<file path="config.mk">
export PLATFORM = sky130hd
export DESIGN_NAME = demux_buffer_1x2
export DESIGN_NICKNAME = d
export VERILOG_FILES = /design/src/rtl/demux_pkg.sv /design/src/rtl/fifo_sync.sv /design/src/rtl/demux_buffer_1x2.sv
export SDC_FILE = /design/constraint.sdc
export NUM_CORES = 1
export LEC_CHECK = 0
export ABC_CLOCK_PERIOD_IN_PS = 2400
export BUFFER_PORTS_ARGS = -buffer_cell sky130_fd_sc_hd__buf_2
export CORE_MARGIN = 2
export CORE_UTILIZATION = 59
export CTS_BUF_LIST = sky130_fd_sc_hd__clkbuf_4 sky130_fd_sc_hd__clkbuf_8
export CTS_CLUSTER_SIZE = 10
export DETAILED_ROUTE_END_ITERATION = 8
export HOLD_SLACK_MARGIN = 0.05
export PLACE_DENSITY = 0.82
export SLEW_MARGIN = 10
export SYNTH_ARGS = -nofsm -noshare
export SYNTH_HDL_FRONTEND = slang
export SYNTH_SLANG_ARGS = --single-unit
</file>
<file path="constraint.sdc">
create_clock -name clk -period 2.4 [get_ports clk]
set_input_delay 0.12 -clock clk [delete_from_list [all_inputs] [get_ports clk]]
set_output_delay 0.12 -clock clk [all_outputs]
set_load 0.005 [all_outputs]
</file>
<file path="src/rtl/demux_pkg.sv">
// Shared defaults and derived widths for the 1:2 demux buffer and its per-channel FIFOs.
package demux_pkg;

  localparam int unsigned WIDTH_DEF = 2;
  localparam int unsigned DEPTH_DEF = 4;

  function automatic int unsigned ptr_w(input int unsigned depth);
    return $clog2(depth);
  endfunction

  localparam int unsigned PTR_W_DEF = ptr_w(DEPTH_DEF);
  localparam int unsigned CNT_W_DEF = PTR_W_DEF + 1;

endpackage

</file>
<file path="src/rtl/fifo_sync.sv">
// Single-clock FIFO with registered read port, no write-to-read bypass, and drop reporting.
module fifo_sync
  import demux_pkg::*;
#(
  parameter int unsigned WIDTH = WIDTH_DEF,
  parameter int unsigned DEPTH = DEPTH_DEF
) (
  input  logic             clk,
  input  logic             reset_L,
  input  logic             push,
  input  logic             pop,
  input  logic [WIDTH-1:0] din,
  output logic [WIDTH-1:0] dout,
  output logic             valid,
  output logic             empty,
  output logic             full,
  output logic             almost_full,
  output logic             drop
);

  localparam int unsigned PTR_W = ptr_w(DEPTH);
  localparam int unsigned CNT_W = PTR_W + 1;
  localparam logic [CNT_W-1:0] FULL_CNT = CNT_W'(DEPTH);
  localparam logic [CNT_W-1:0] AF_CNT   = CNT_W'(DEPTH - 1);

  logic [WIDTH-1:0] mem [DEPTH];
  logic [PTR_W-1:0] rd_ptr;
  logic [PTR_W-1:0] wr_ptr;
  logic [CNT_W-1:0] cnt;
  logic             pop_ok;
  logic             push_ok;

  // A full FIFO still accepts a push when a pop frees the head slot on the same edge.
  always_comb begin
    pop_ok  = pop && !empty;
    push_ok = push && (!full || pop_ok);
    drop    = push && !push_ok;
  end

  assign empty       = (cnt == '0);
  assign full        = (cnt == FULL_CNT);
  assign almost_full = (cnt >= AF_CNT);

  always_ff @(posedge clk or negedge reset_L) begin
    if (!reset_L) begin
      rd_ptr <= '0;
      wr_ptr <= '0;
      cnt    <= '0;
      dout   <= '0;
      valid  <= 1'b0;
    end else begin
      valid <= pop_ok;
      if (pop_ok) begin
        dout   <= mem[rd_ptr];
        rd_ptr <= rd_ptr + 1'b1;
      end
      if (push_ok) begin
        wr_ptr <= wr_ptr + 1'b1;
      end
      case ({push_ok, pop_ok})
        2'b10:   cnt <= cnt + 1'b1;
        2'b01:   cnt <= cnt - 1'b1;
        default: cnt <= cnt;
      endcase
    end
  end

  // Storage is deliberately left out of reset.
  always_ff @(posedge clk) begin
    if (push_ok) begin
      mem[wr_ptr] <= din;
    end
  end

endmodule

</file>
<file path="src/rtl/demux_buffer_1x2.sv">
// Routes the upstream mux stream into one of two independent FIFOs; flags any dropped push.
module demux_buffer_1x2
  import demux_pkg::*;
#(
  parameter int unsigned WIDTH = WIDTH_DEF,
  parameter int unsigned DEPTH = DEPTH_DEF
) (
  input  logic             clk,
  input  logic             reset_L,
  input  logic             selector,
  input  logic             valid_in,
  input  logic [WIDTH-1:0] data_in,
  input  logic             pop0,
  input  logic             pop1,
  output logic [WIDTH-1:0] data_out0,
  output logic [WIDTH-1:0] data_out1,
  output logic             valid_out0,
  output logic             valid_out1,
  output logic             empty0,
  output logic             empty1,
  output logic             full0,
  output logic             full1,
  output logic             almost_full0,
  output logic             almost_full1,
  output logic             overflow
);

  logic push0;
  logic push1;
  logic drop0;
  logic drop1;

  assign push0 = valid_in && !selector;
  assign push1 = valid_in && selector;

  fifo_sync #(.WIDTH(WIDTH), .DEPTH(DEPTH)) u_fifo0 (
    .clk         (clk),
    .reset_L     (reset_L),
    .push        (push0),
    .pop         (pop0),
    .din         (data_in),
    .dout        (data_out0),
    .valid       (valid_out0),
    .empty       (empty0),
    .full        (full0),
    .almost_full (almost_full0),
    .drop        (drop0)
  );

  fifo_sync #(.WIDTH(WIDTH), .DEPTH(DEPTH)) u_fifo1 (
    .clk         (clk),
    .reset_L     (reset_L),
    .push        (push1),
    .pop         (pop1),
    .din         (data_in),
    .dout        (data_out1),
    .valid       (valid_out1),
    .empty       (empty1),
    .full        (full1),
    .almost_full (almost_full1),
    .drop        (drop1)
  );

  always_ff @(posedge clk or negedge reset_L) begin
    if (!reset_L) begin
      overflow <= 1'b0;
    end else if (drop0 || drop1) begin
      overflow <= 1'b1;
    end
  end

endmodule

</file>
---- Word-level counts from Yosys, hierarchy flattened ----
Memories as Yosys holds them, arrays and structs flattened. A register that Yosys moved wholly into a read port is not among the register bits.
Cells that the tools add are included.
storage, ports and cells
  word-level logic and storage cells ...... 57
  bits in writable memories ............... 16
  output and inout port bits .............. 13
  bits in registers ....................... 17
  input port bits ......................... 8
  memories ................................ 2
operators by class
  eq/ne operators ......................... 6
  add/sub/neg operators ................... 8
  mux-type cells .......................... 6
  $lt $le $gt $ge ......................... 2
  reductions and logical operators ........ 24
memory list
  memory       words  bits a word  read ports  clocked after Yosys merged registers in  write ports  line             text
  u_fifo0.mem  4      2            1           1                                        1            fifo_sync.sv:26  logic [WIDTH-1:0] mem [DEPTH];
  u_fifo1.mem  4      2            1           1                                        1            fifo_sync.sv:26
operators by type and width
  kind                                                                                  number
  3-bit case mux with 2 select lines                                                    2
  1-bit logical NOT                                                                     9
  2-bit by 1-bit adder with 2-bit output (second input constant)                        4
  1-bit logical AND                                                                     8
  3-bit by 1-bit adder with 3-bit output (second input constant)                        2
  3-bit == test (second input constant)                                                 2
  3-bit by 2-bit greater-or-equal comparator with 1-bit output (second input constant)  2
  3-bit logical NOT                                                                     2
  3-bit by 1-bit subtractor with 3-bit output (second input constant)                   2
  2-bit by 1-bit == test with 1-bit output (second input constant)                      2
  2-bit == test (second input constant)                                                 2
  1-bit two-way mux                                                                     4
  2-bit nonzero test                                                                    2
  1-bit logical OR                                                                      3

---- Logic depth before layout (Yosys ltp) ----
Gate-level depths: netlist (run 1).
  depth in word-level cells ............... 8
  gate-level depth with buffers ........... 9
  gate-level depth less buffers ........... 9

---- Cells and area by module ----
Synthesis (run 1) repeated with hierarchy kept, for this count alone.
second synthesis, totals
  cell total of the unflattened synthesis .. 157
  area total of the unflattened synthesis .. 1,946.9 um^2
modules (own cells, without submodules)
  module                cells an instance  sequential area each (um^2)  area each (um^2)  instances
  fifo_sync at u_fifo0  77                 490.5                        963.4             1
  fifo_sync at u_fifo1  76                 490.5                        939.7             1
  demux_buffer_1x2      4                  25.0                         43.8              1

---- Worst setup path before layout (run 1) ----
OpenSTA, ideal clock, no wires.
  path kind ............................... register to register
  from .................................... register u_fifo1.cnt[0]
  to ...................................... register u_fifo1.cnt[2]
  setup time .............................. 0.079 ns
  setup slack ............................. 0.421 ns
  cell stages (with the launch flop) ...... 10
  data arrival time ....................... 1.900 ns
  period minus slack after synthesis ...... 1.979 ns
  data required time ...................... 2.321 ns
  path buffers ............................ 0
  cell sequence ........................... dfrtp_1 -> nor4b_4 -> nor2_4 -> inv_1 -> ha_1 -> inv_1 -> fa_1 -> xor2_1 -> nor2_1 -> xor2_1
between the ends
  word-level cells in the longest chain between the ends .. 7
  elaborated cells between the ends (all ways) .. 13
  classes of those cells .................. 2 x add/sub; 3 x eq/ne; 1 x mux; 7 x reduce/logical
ends and longest elaborated chain
  what                                                                       line             text
  start, declared                                                            fifo_sync.sv:29  logic [CNT_W-1:0] cnt;
  start signal, assigned                                                     fifo_sync.sv:61  2'b10: cnt <= cnt + 1'b1;
  start signal, assigned                                                     fifo_sync.sv:62  2'b01: cnt <= cnt - 1'b1;
  start signal, assigned                                                     fifo_sync.sv:63  default: cnt <= cnt;
  3-bit logical NOT                                                          fifo_sync.sv:40  assign empty = (cnt == '0);
  1-bit logical NOT                                                          fifo_sync.sv:35  pop_ok = pop && !empty;
  1-bit logical AND                                                          fifo_sync.sv:35
  1-bit logical OR                                                           fifo_sync.sv:36  push_ok = push && (!full || pop_ok);
  1-bit logical AND                                                          fifo_sync.sv:36
  2-bit by 1-bit == test with 1-bit output or 2-bit == test (tied branches)  fifo_sync.sv:60  case ({push_ok, pop_ok})
  3-bit case mux with 2 select lines or 2-bit nonzero test (tied branches)   -
Parallel ways exist; a longest one is shown, timed or not.
A chain may end at the register's enable or synchronous reset.

---- Final worst setup path (run 1) ----
Ends and elaborated chain as after synthesis.

==> results of run 1 <==
-- flip-flops by register name, indices dropped and copies added, names as in the netlist --
signal	cells
overflow	1
u_fifo0.cnt	3
u_fifo0.dout	2
u_fifo0.mem	8
u_fifo0.rd_ptr	2
u_fifo0.valid	1
u_fifo0.wr_ptr	2
u_fifo1.cnt	3
u_fifo1.dout	2
u_fifo1.mem	8
u_fifo1.rd_ptr	2
u_fifo1.valid	1
u_fifo1.wr_ptr	2
-- cell families (layout without fill, tap and decap cells) --
| family | count (synthesis) | count (layout) | synth area share |
|---|---|---|---|
| compound gates | 6 | 6 | 0.03080 |
| xor+xnor | 12 | 12 | 0.06017 |
| fa+ha+maj | 12 | 12 | 0.09456 |
| buf+inv | 14 | 46 | 0.03009 |
| flops | 37 | 37 | 0.5759 |
| mux | 8 | 8 | 0.08095 |
| simple gates | 34 | 34 | 0.1275 |
-- stage by stage --
| step | power, mW | instance area (um^2) |
|---|---|---|
| finish | 2.414 | 2028 |
| global route | 2.586 | 2028 |
| CTS | 2.448 | 2028 |
| detailed placement | 1.902 | 1886 |
| global placement | 1.837 | 1886 |
| floorplan | 1.644 | 1747 |
-- path summary, 6_finish.rpt --
kind / start / depth (start not counted) / slack [ns] / end
min in group asynchronous: reset_L / 2 / 0.25 / u_fifo0.dout[0]$_DFFE_PN0P_
worst max-delay path: u_fifo1.cnt[0]$_DFFE_PN0P_ / 9 / 0.23 / u_fifo1.cnt[2]$_DFFE_PN0P_
max in group asynchronous: reset_L / 2 / 1.83 / u_fifo0.cnt[1]$_DFFE_PN0P_
worst min register to register: u_fifo1.dout[1]$_DFFE_PN0P_ / 2 / 0.48 / u_fifo1.dout[1]$_DFFE_PN0P_
worst max register to register: u_fifo1.cnt[0]$_DFFE_PN0P_ / 9 / 0.23 / u_fifo1.cnt[2]$_DFFE_PN0P_
worst min-delay path: pop0 / 3 / 0.12 / u_fifo0.rd_ptr[0]$_DFFE_PN0P_
-- worst register-to-register path, cell delays in order (launching register included) --
cell and delay, ns:
sky130_fd_sc_hd__dfrtp_1 0.48, sky130_fd_sc_hd__nor4b_4 0.41, sky130_fd_sc_hd__nor2_4 0.11, sky130_fd_sc_hd__inv_1 0.07, sky130_fd_sc_hd__ha_1 0.17, sky130_fd_sc_hd__inv_1 0.06, sky130_fd_sc_hd__fa_1 0.37, sky130_fd_sc_hd__xor2_1 0.15
sky130_fd_sc_hd__nor2_1 0.13, sky130_fd_sc_hd__xor2_1 0.15
-- cells in the final DEF (no fill, tap or decap), types with 2 or more instances in the layout --
cell type / instances
sky130_fd_sc_hd__and2_2: 4
sky130_fd_sc_hd__and2_1: 4
sky130_fd_sc_hd__inv_1: 12
sky130_fd_sc_hd__inv_2: 2
sky130_fd_sc_hd__nor2_1: 2
sky130_fd_sc_hd__and3_1: 2
sky130_fd_sc_hd__nor4b_4: 2
sky130_fd_sc_hd__dlygate4sd3_1: 4
sky130_fd_sc_hd__bufinv_16: 2
sky130_fd_sc_hd__buf_2: 20
sky130_fd_sc_hd__dfrtp_1: 21
sky130_fd_sc_hd__mux4_2: 4
sky130_fd_sc_hd__ha_1: 10
sky130_fd_sc_hd__nor3_1: 2
sky130_fd_sc_hd__xnor2_1: 8
sky130_fd_sc_hd__fa_1: 2
sky130_fd_sc_hd__nand2_1: 16
sky130_fd_sc_hd__xor2_1: 4
sky130_fd_sc_hd__o31ai_2: 2
sky130_fd_sc_hd__edfxtp_1: 16
sky130_fd_sc_hd__a21o_1: 2
sky130_fd_sc_hd__mux2_4: 2
sky130_fd_sc_hd__clkbuf_4: 5
-- power groups by stage --
stage | clock [mW] | sequential, mW | combinational [mW]
final | 0.528 | 1.09 | 0.794
after detailed placement | 0 | 1.11 | 0.796
after floorplan | 0 | 1.07 | 0.577
after CTS | 0.539 | 1.10 | 0.812
after global routing | 0.562 | 1.13 | 0.894
after global placement | 0 | 1.08 | 0.755
-- cell usage after synthesis --
| master | n |
|---|---|
| sky130_fd_sc_hd__fa_1 | 2 |
| sky130_fd_sc_hd__mux2i_1 | 1 |
| sky130_fd_sc_hd__and3_1 | 2 |
| sky130_fd_sc_hd__mux2_2 | 1 |
| sky130_fd_sc_hd__xnor2_1 | 8 |
| sky130_fd_sc_hd__ha_1 | 10 |
| sky130_fd_sc_hd__nor2_4 | 1 |
| sky130_fd_sc_hd__dfrtp_1 | 21 |
| sky130_fd_sc_hd__nand2_1 | 16 |
| sky130_fd_sc_hd__nor2_1 | 2 |
| sky130_fd_sc_hd__mux4_2 | 4 |
| sky130_fd_sc_hd__o21ai_0 | 1 |
| sky130_fd_sc_hd__nor3_1 | 2 |
| sky130_fd_sc_hd__nor4b_4 | 2 |
| sky130_fd_sc_hd__edfxtp_1 | 16 |
| sky130_fd_sc_hd__inv_1 | 12 |
| sky130_fd_sc_hd__and2_1 | 4 |
| sky130_fd_sc_hd__a21o_1 | 2 |
| sky130_fd_sc_hd__o31ai_2 | 2 |
| sky130_fd_sc_hd__mux2_4 | 2 |
| sky130_fd_sc_hd__and2_2 | 4 |
| sky130_fd_sc_hd__nor3b_4 | 1 |
| sky130_fd_sc_hd__a21o_2 | 1 |
| sky130_fd_sc_hd__inv_2 | 2 |
| sky130_fd_sc_hd__xor2_1 | 4 |
-- routing by layer --
| metal | GRT usage | routed length (um) | share of wire | up-vias |
|---|---|---|---|---|
| met5 | 0 | 0 | 0 | - |
| met4 | 0.06977 | 26 | 0.0098 | 0 |
| met3 | 0.07253 | 122 | 0.046 | 3 |
| met2 | 0.3066 | 1331 | 0.50 | 22 |
| met1 | 0.2184 | 1164 | 0.44 | 460 |
| li1 | - | - | - | 474 |
-- layout make-up --
type,count,area (um^2)
clock inverters,3,65.06
well taps,31,38.79
clock buffers,5,37.54
inverters,14,52.55
repair buffers,24,140.1
fillers,190,753.2
flip-flops and latches,37,1006
multi-input cells,72,688.2
==> metrics.md, run 1 <==
| Metric | Value |
|---|---|
| Result of the run | `finished clean` |
| Post-CTS Setup Repair Bufs | `0` |
| Synth top area cells | `sky130_fd_sc_hd__dfrtp_1 30%, sky130_fd_sc_hd__edfxtp_1 28%, sky130_fd_sc_hd__ha_1 7.2%` |
| Count of antenna-violating nets left after detailed routing | `0` |
| Leakage Power | `about 0.9 nW` |
| Worst slack after detailed placement | `0.2374 ns` |
| Clock latency of the later-clocked register in the worst-skew pair | `0.34 ns` |
| Post-Syn Area | `1747 um^2` |
| Number of cells in the finished layout apart from fillers | `186` |
| Fraction of power consumed by the clock network | `0.219` |
| Largest net degree at the start of global routing | `22` |
| X dimension of the die | `58.41 um` |
| Num rows | `19` |
| WL per Instance | `14.22 um` |
| Sum of negative setup slack | `0 ns` |
| Area of the core | `2781 um^2` |
| DP Cell Count | `approximately 170` |
| RSZ-0062 raised after global routing | `false` |
| Largest area contributor in the netlist | `sky130_fd_sc_hd__dfrtp_1` |
| CTS root buf | `sky130_fd_sc_hd__clkbuf_4` |
| Total of endpoints with negative setup slack in the final report | `0` |
| Total of warnings raised by yosys | `0` |
| Number of synthesized register bits | `37` |
| Cells after synthesis | `123` |
| Final Max Tran Viols | `0` |
| Maximum fanout count along the critical path | `7` |
| Maxcap violations | `0` |
| Critical path cell sequence | `nor4b_4 -> nor2_4 -> inv_1 -> ha_1 -> inv_1 -> fa_1 -> xor2_1 -> nor2_1 -> xor2_1` |
| Number of I/O pins | `21` |
| Critical path's top delay family | `simple AND/OR/NAND/NOR gates` |
| Die footprint | `3412 um^2` |
| Combined buffer and inverter count along the critical path | `2` |
| Final number of hold-violating endpoints | `0` |
| Fraction of synthesized cell area taken by the top area cell type | `0.3009` |
| Total of cells resized after clock tree synthesis | `0` |
| Worst endpoint data arrival time | `around 2.4 ns` |
| Worst hold slack across all endpoints | `0.1163 ns` |
| Power per unit of standard cell area | `1190 nW/um^2` |
| Cts hold-fix bufs | `4` |
| Transition time of the tightest slew-check pin | `between 0.4 and 0.5 ns` |
| Vias post-DR | `roughly 960` |
| Antenna diode instance count | `0` |
| Average footprint of a synthesized cell | `14.20 um^2` |
| Critical Path Sink Type | `flop` |
| Initial antenna violation count | `0` |
| Depth of the CTS H-tree | `2` |
| Final period utilization | `0.9036` |
| Critical Path Max Stage Delay | `0.48 ns` |
| Count of cell types in the netlist | `25` |
| Net total in the final layout | `around 170` |
| Switching power total | `approximately 790 uW` |
| Worst clock skew | `0.01001 ns` |
| Element type at the critical path start | `flop` |
| Final critical-path required period | `2.169 ns` |
| Type of the most critical hold path | `primary input to flop` |
| First-pass iteration count of the detailed router | `4` |
| Overall fraction of global-route tracks in use | `0.1852` |
| Share of power burned in combinational logic | `0.329` |
| Synthesized Nets | `143` |
| WL final | `2645 um` |
| Global route overflow | `0` |
| Clock tree from TritonCTS | `yes` |
| Iteration-0 DRC count of the detailed router | `38` |
| DRC Markers | `0` |
| Clock Sinks | `37` |
| Cell at the slowest stage of the critical path | `sky130_fd_sc_hd__dfrtp_1` |
| RePlAce Congestion | `approximately 0.77` |
| Final Worst Setup Slack | `between 0.2 and 0.25 ns` |
| Post-DR vias/cell | `5.156` |
| Switching part of the total power | `0.3267` |
| Core utilization of the finished layout | `0.7292` |
| Fmax achieved | `0.4611 GHz` |
| Cell internal pwr | `1.626 mW` |
| Setup Crit Path Kind | `flop to flop` |
| Bufs on Longest Clock Path | `2` |
| Starting Density | `0.6280` |
| Worst slew margin relative to its limit | `0.6910` |
| Power share of the sequential group | `0.452` |
| Post-DP HPWL | `1971 um` |
| Fraction of the yosys area taken by sequential cells | `0.5759` |
| Synthesis-to-layout area growth | `16.12%` |
| Share of layout cells above drive strength 1 | `0.3097` |
| Count of buffers from port buffering | `20` |
| CTS Buf Count | `5` |
| Number of global-route vias before repair | `971` |
| Clock-pin slew of the registers on the worst-case setup and hold paths | `0.11 ns` |
| First-pass GRT wire length | `roughly 4500 um` |
| Die height | `58.41 um` |
| Required time of the critical path | `2.67 ns` |
| Worst vdd rail ir drop | `1141 uV` |
Power figures use the tool's default switching activity.
==> run 2, diff against run 1 <==
GPL_TIMING_DRIVEN = 0   (was unset)
==> run 2 against run 1 <==
Effect of this change:
- clock skew shrank 0.0044 ns
- total power is 8.7% lower
- register-to-register slack barely moved
- sequential share of layout area is 1.7 points higher
- die area stayed put
- final cell count down 1.1%
- sequential power about the same
- critical path type unchanged
- critical endpoint unchanged
==> metrics.md, run 2 (same netlist as run 1, synthesis figures left out) <==
| Metric | Value |
|---|---|
| Result of the run | `finished clean` |
| Count of antenna-violating nets left after detailed routing | `0 (unchanged)` |
| Fmax achieved | `0.4585 GHz (-0.58%)` |
| First-pass iteration count of the detailed router | `4 (unchanged)` |
| Post-DR vias/cell | `5.310 (+3.0%)` |
| Total of cells resized after clock tree synthesis | `0 (unchanged)` |
| Depth of the CTS H-tree | `2 (unchanged)` |
| WL final | `2672 um (+1.0%)` |
| Area of the core | `2781 um^2 (unchanged)` |
| Worst-case reg-to-reg path depth | `9 (unchanged)` |
| Final number of hold-violating endpoints | `0 (unchanged)` |
| Initial antenna violation count | `0 (unchanged)` |
| Number of I/O pins | `21 (unchanged)` |
| Die height | `58.41 um (unchanged)` |
| Worst slack after detailed placement | `0.2519 ns (+0.01453 ns)` |
| Net total in the final layout | `172 (-1.1%)` |
| Final std cell area, no fill | `1962 um^2 (-3.3%)` |
| Overall fraction of global-route tracks in use | `0.1887 (+0.003476)` |
| Die footprint | `3412 um^2 (unchanged)` |
| RSZ-0062 raised after global routing | `false` |
| Transition time of the tightest slew-check pin | `0.4814 ns (+0.01799 ns)` |
| Final period utilization | `0.9088 (+0.005243)` |
| Setup Crit Path Kind | `flop to flop` |
| DRC Markers | `0 (unchanged)` |
| Worst clock skew | `0.005639 ns (-0.004367 ns)` |
| Num rows | `19 (unchanged)` |
| Sum of negative setup slack | `0 ns (unchanged)` |
| Global route overflow | `0 (unchanged)` |
| Number of cells in the finished layout apart from fillers | `184 (-1.1%)` |
| Post-DP HPWL | `1993 um (+1.1%)` |
| Worst endpoint data arrival time | `2.44 ns (about the same)` |
| Required time of the critical path | `2.66 ns (about the same)` |
| DP Cell Count | `174 (unchanged)` |
| CTS root buf | `sky130_fd_sc_hd__clkbuf_4` |
| Count of buffers from port buffering | `20 (unchanged)` |
| Largest registers in the final layout | `u_fifo0.mem x8, u_fifo1.mem x8` |
| Critical Path Sink Type | `flop` |
| Most common library cell in the layout ignoring fill and taps | `sky130_fd_sc_hd__dfrtp_1` |
| Antenna diode instance count | `0 (unchanged)` |
| Power per unit of standard cell area | `1124 nW/um^2 (-5.6%)` |
| Worst slew margin relative to its limit | `0.6790 (-0.01199)` |
| Element type at the critical path start | `flop` |
| Worst Hold Path EP | `u_fifo0.mem[2][0]$_DFFE_PP_` |
| Largest net degree at the start of global routing | `22 (unchanged)` |
| WL per Instance | `14.52 um (+2.1%)` |
| Flop-to-flop setup slack | `0.22 ns (about the same)` |
| Clock tree from TritonCTS | `yes` |
| Worst vdd rail ir drop | `840.2 uV (-26%)` |
| Startpoint of the lowest-slack register-to-register path | `u_fifo1.cnt[0]$_DFFE_PN0P_` |
| X dimension of the die | `58.41 um (unchanged)` |
| Clock-pin slew of the registers on the worst-case setup and hold paths | `0.10 ns (about the same)` |
| Type of the most critical hold path | `primary input to flop` |
| Vias post-DR | `977 (+1.9%)` |
| Final critical-path required period | `2.181 ns (+0.01258 ns)` |
| Commonest cells after routing, fill and taps aside | `21 x sky130_fd_sc_hd__dfrtp_1, 20 x sky130_fd_sc_hd__buf_2, 16 x sky130_fd_sc_hd__nand2_1, 16 x sky130_fd_sc_hd__edfxtp_1, 12 x sky130_fd_sc_hd__inv_1` |
| First-pass GRT wire length | `4664 um (+4.0%)` |
| Cell count of the worst hold path | `1 (-2)` |
| Worst hold slack across all endpoints | `0.06866 ns (-0.04759 ns)` |
| Synthesis-to-layout area growth | `12.32%` |
| Bufs on Longest Clock Path | `2 (unchanged)` |
| Maxcap violations | `0 (unchanged)` |
| CTS Buf Count | `5 (unchanged)` |
| Iteration-0 DRC count of the detailed router | `47 (+24%)` |
| Final Worst Setup Slack | `0.2188 ns (-0.01258 ns)` |
| Total of endpoints with negative setup slack in the final report | `0 (unchanged)` |
| Maximum fanout count along the critical path | `7 (unchanged)` |
| Final Max Tran Viols | `0 (unchanged)` |
| Share of layout cells above drive strength 1 | `0.3072 (-0.002488)` |
| Leakage Power | `0.8915 nW (-3.2%)` |
| Launch instance of the worst min-delay path | `data_in[0]` |
| Terminus of the critical flop-to-flop path | `u_fifo1.cnt[2]$_DFFE_PN0P_` |
| Cell area after placement | `1886 um^2 (unchanged)` |
| Number of global-route vias before repair | `995 (+2.5%)` |
| Clock latency of the later-clocked register in the worst-skew pair | `0.33 ns (about the same)` |
| RePlAce Congestion | `0.8039 (+4.5%)` |
| Clock Sinks | `37 (unchanged)` |
| Starting Density | `0.6280 (unchanged)` |
run 2: area by class of cell:
| type | count | area (um^2) |
|---|---|---|
| flip-flops and latches | 37 | 1006 |
| clock inverters | 1 | 3.754 |
| multi-input cells | 72 | 688.2 |
| clock buffers | 7 | 52.55 |
| fillers | 210 | 819.5 |
| repair buffers | 22 | 120.1 |
| well taps | 31 | 38.79 |
| inverters | 14 | 52.55 |
run 2: routing by layer:
metal,track usage,vias to the layer above,wire (um)
li1,-,470,-
met5,0,-,0
met1,0.2451,472,1181
met3,0.05275,11,125
met4,0.09967,0,86
met2,0.2905,24,1278
run 2: worst max-delay path, stage by stage (launching register included):
cell and delay, ns:
sky130_fd_sc_hd__dfrtp_1 0.48, sky130_fd_sc_hd__nor4b_4 0.40, sky130_fd_sc_hd__nor2_4 0.11, sky130_fd_sc_hd__inv_1 0.07, sky130_fd_sc_hd__ha_1 0.19, sky130_fd_sc_hd__inv_1 0.06
sky130_fd_sc_hd__fa_1 0.38, sky130_fd_sc_hd__xor2_1 0.15, sky130_fd_sc_hd__nor2_1 0.12, sky130_fd_sc_hd__xor2_1 0.15
run 2: where the power goes:
group | leakage, nW | switching (mW) | total, mW | internal [mW]
Combinational | 0.466 | 0.358 | 0.790 | 0.432
Clock | 0.0338 | 0.185 | 0.320 | 0.135
Sequential | 0.392 | 0.227 | 1.09 | 0.867
Total | 0.892 | 0.770 | 2.20 | 1.43
run 2: metrics by stage:
step	total power, mW	utilization
4_1_cts	2.222	0.7054
3_3_place_gp	1.831	0.6779
6_report	2.204	0.7054
5_1_grt	2.382	0.7054
3_5_place_dp	1.900	0.6779
2_1_floorplan	1.644	-
run 2: how the worst max path moves through the flow:
stage	start	end	slack, ns	cells past startpoint
after floorplan	u_fifo1.cnt[0]$_DFFE_PN0P_	u_fifo1.cnt[2]$_DFFE_PN0P_	0.42	9
after global placement	u_fifo1.cnt[0]$_DFFE_PN0P_	u_fifo1.cnt[2]$_DFFE_PN0P_	0.26	9
after detailed placement	u_fifo1.cnt[0]$_DFFE_PN0P_	u_fifo1.cnt[2]$_DFFE_PN0P_	0.25	9
after CTS	u_fifo1.cnt[0]$_DFFE_PN0P_	u_fifo1.cnt[2]$_DFFE_PN0P_	0.21	9
after global routing	u_fifo1.cnt[0]$_DFFE_PN0P_	u_fifo1.cnt[2]$_DFFE_PN0P_	0.08	9
final	u_fifo1.cnt[0]$_DFFE_PN0P_	u_fifo1.cnt[2]$_DFFE_PN0P_	0.22	9
run 2: repair_timing:
| action | in CTS | in global routing |
|---|---|---|
| setup buffers | 0 | 0 |
| endpoints found under the hold margin | 22 | 0 |
| hold buffers | 2 | 0 |
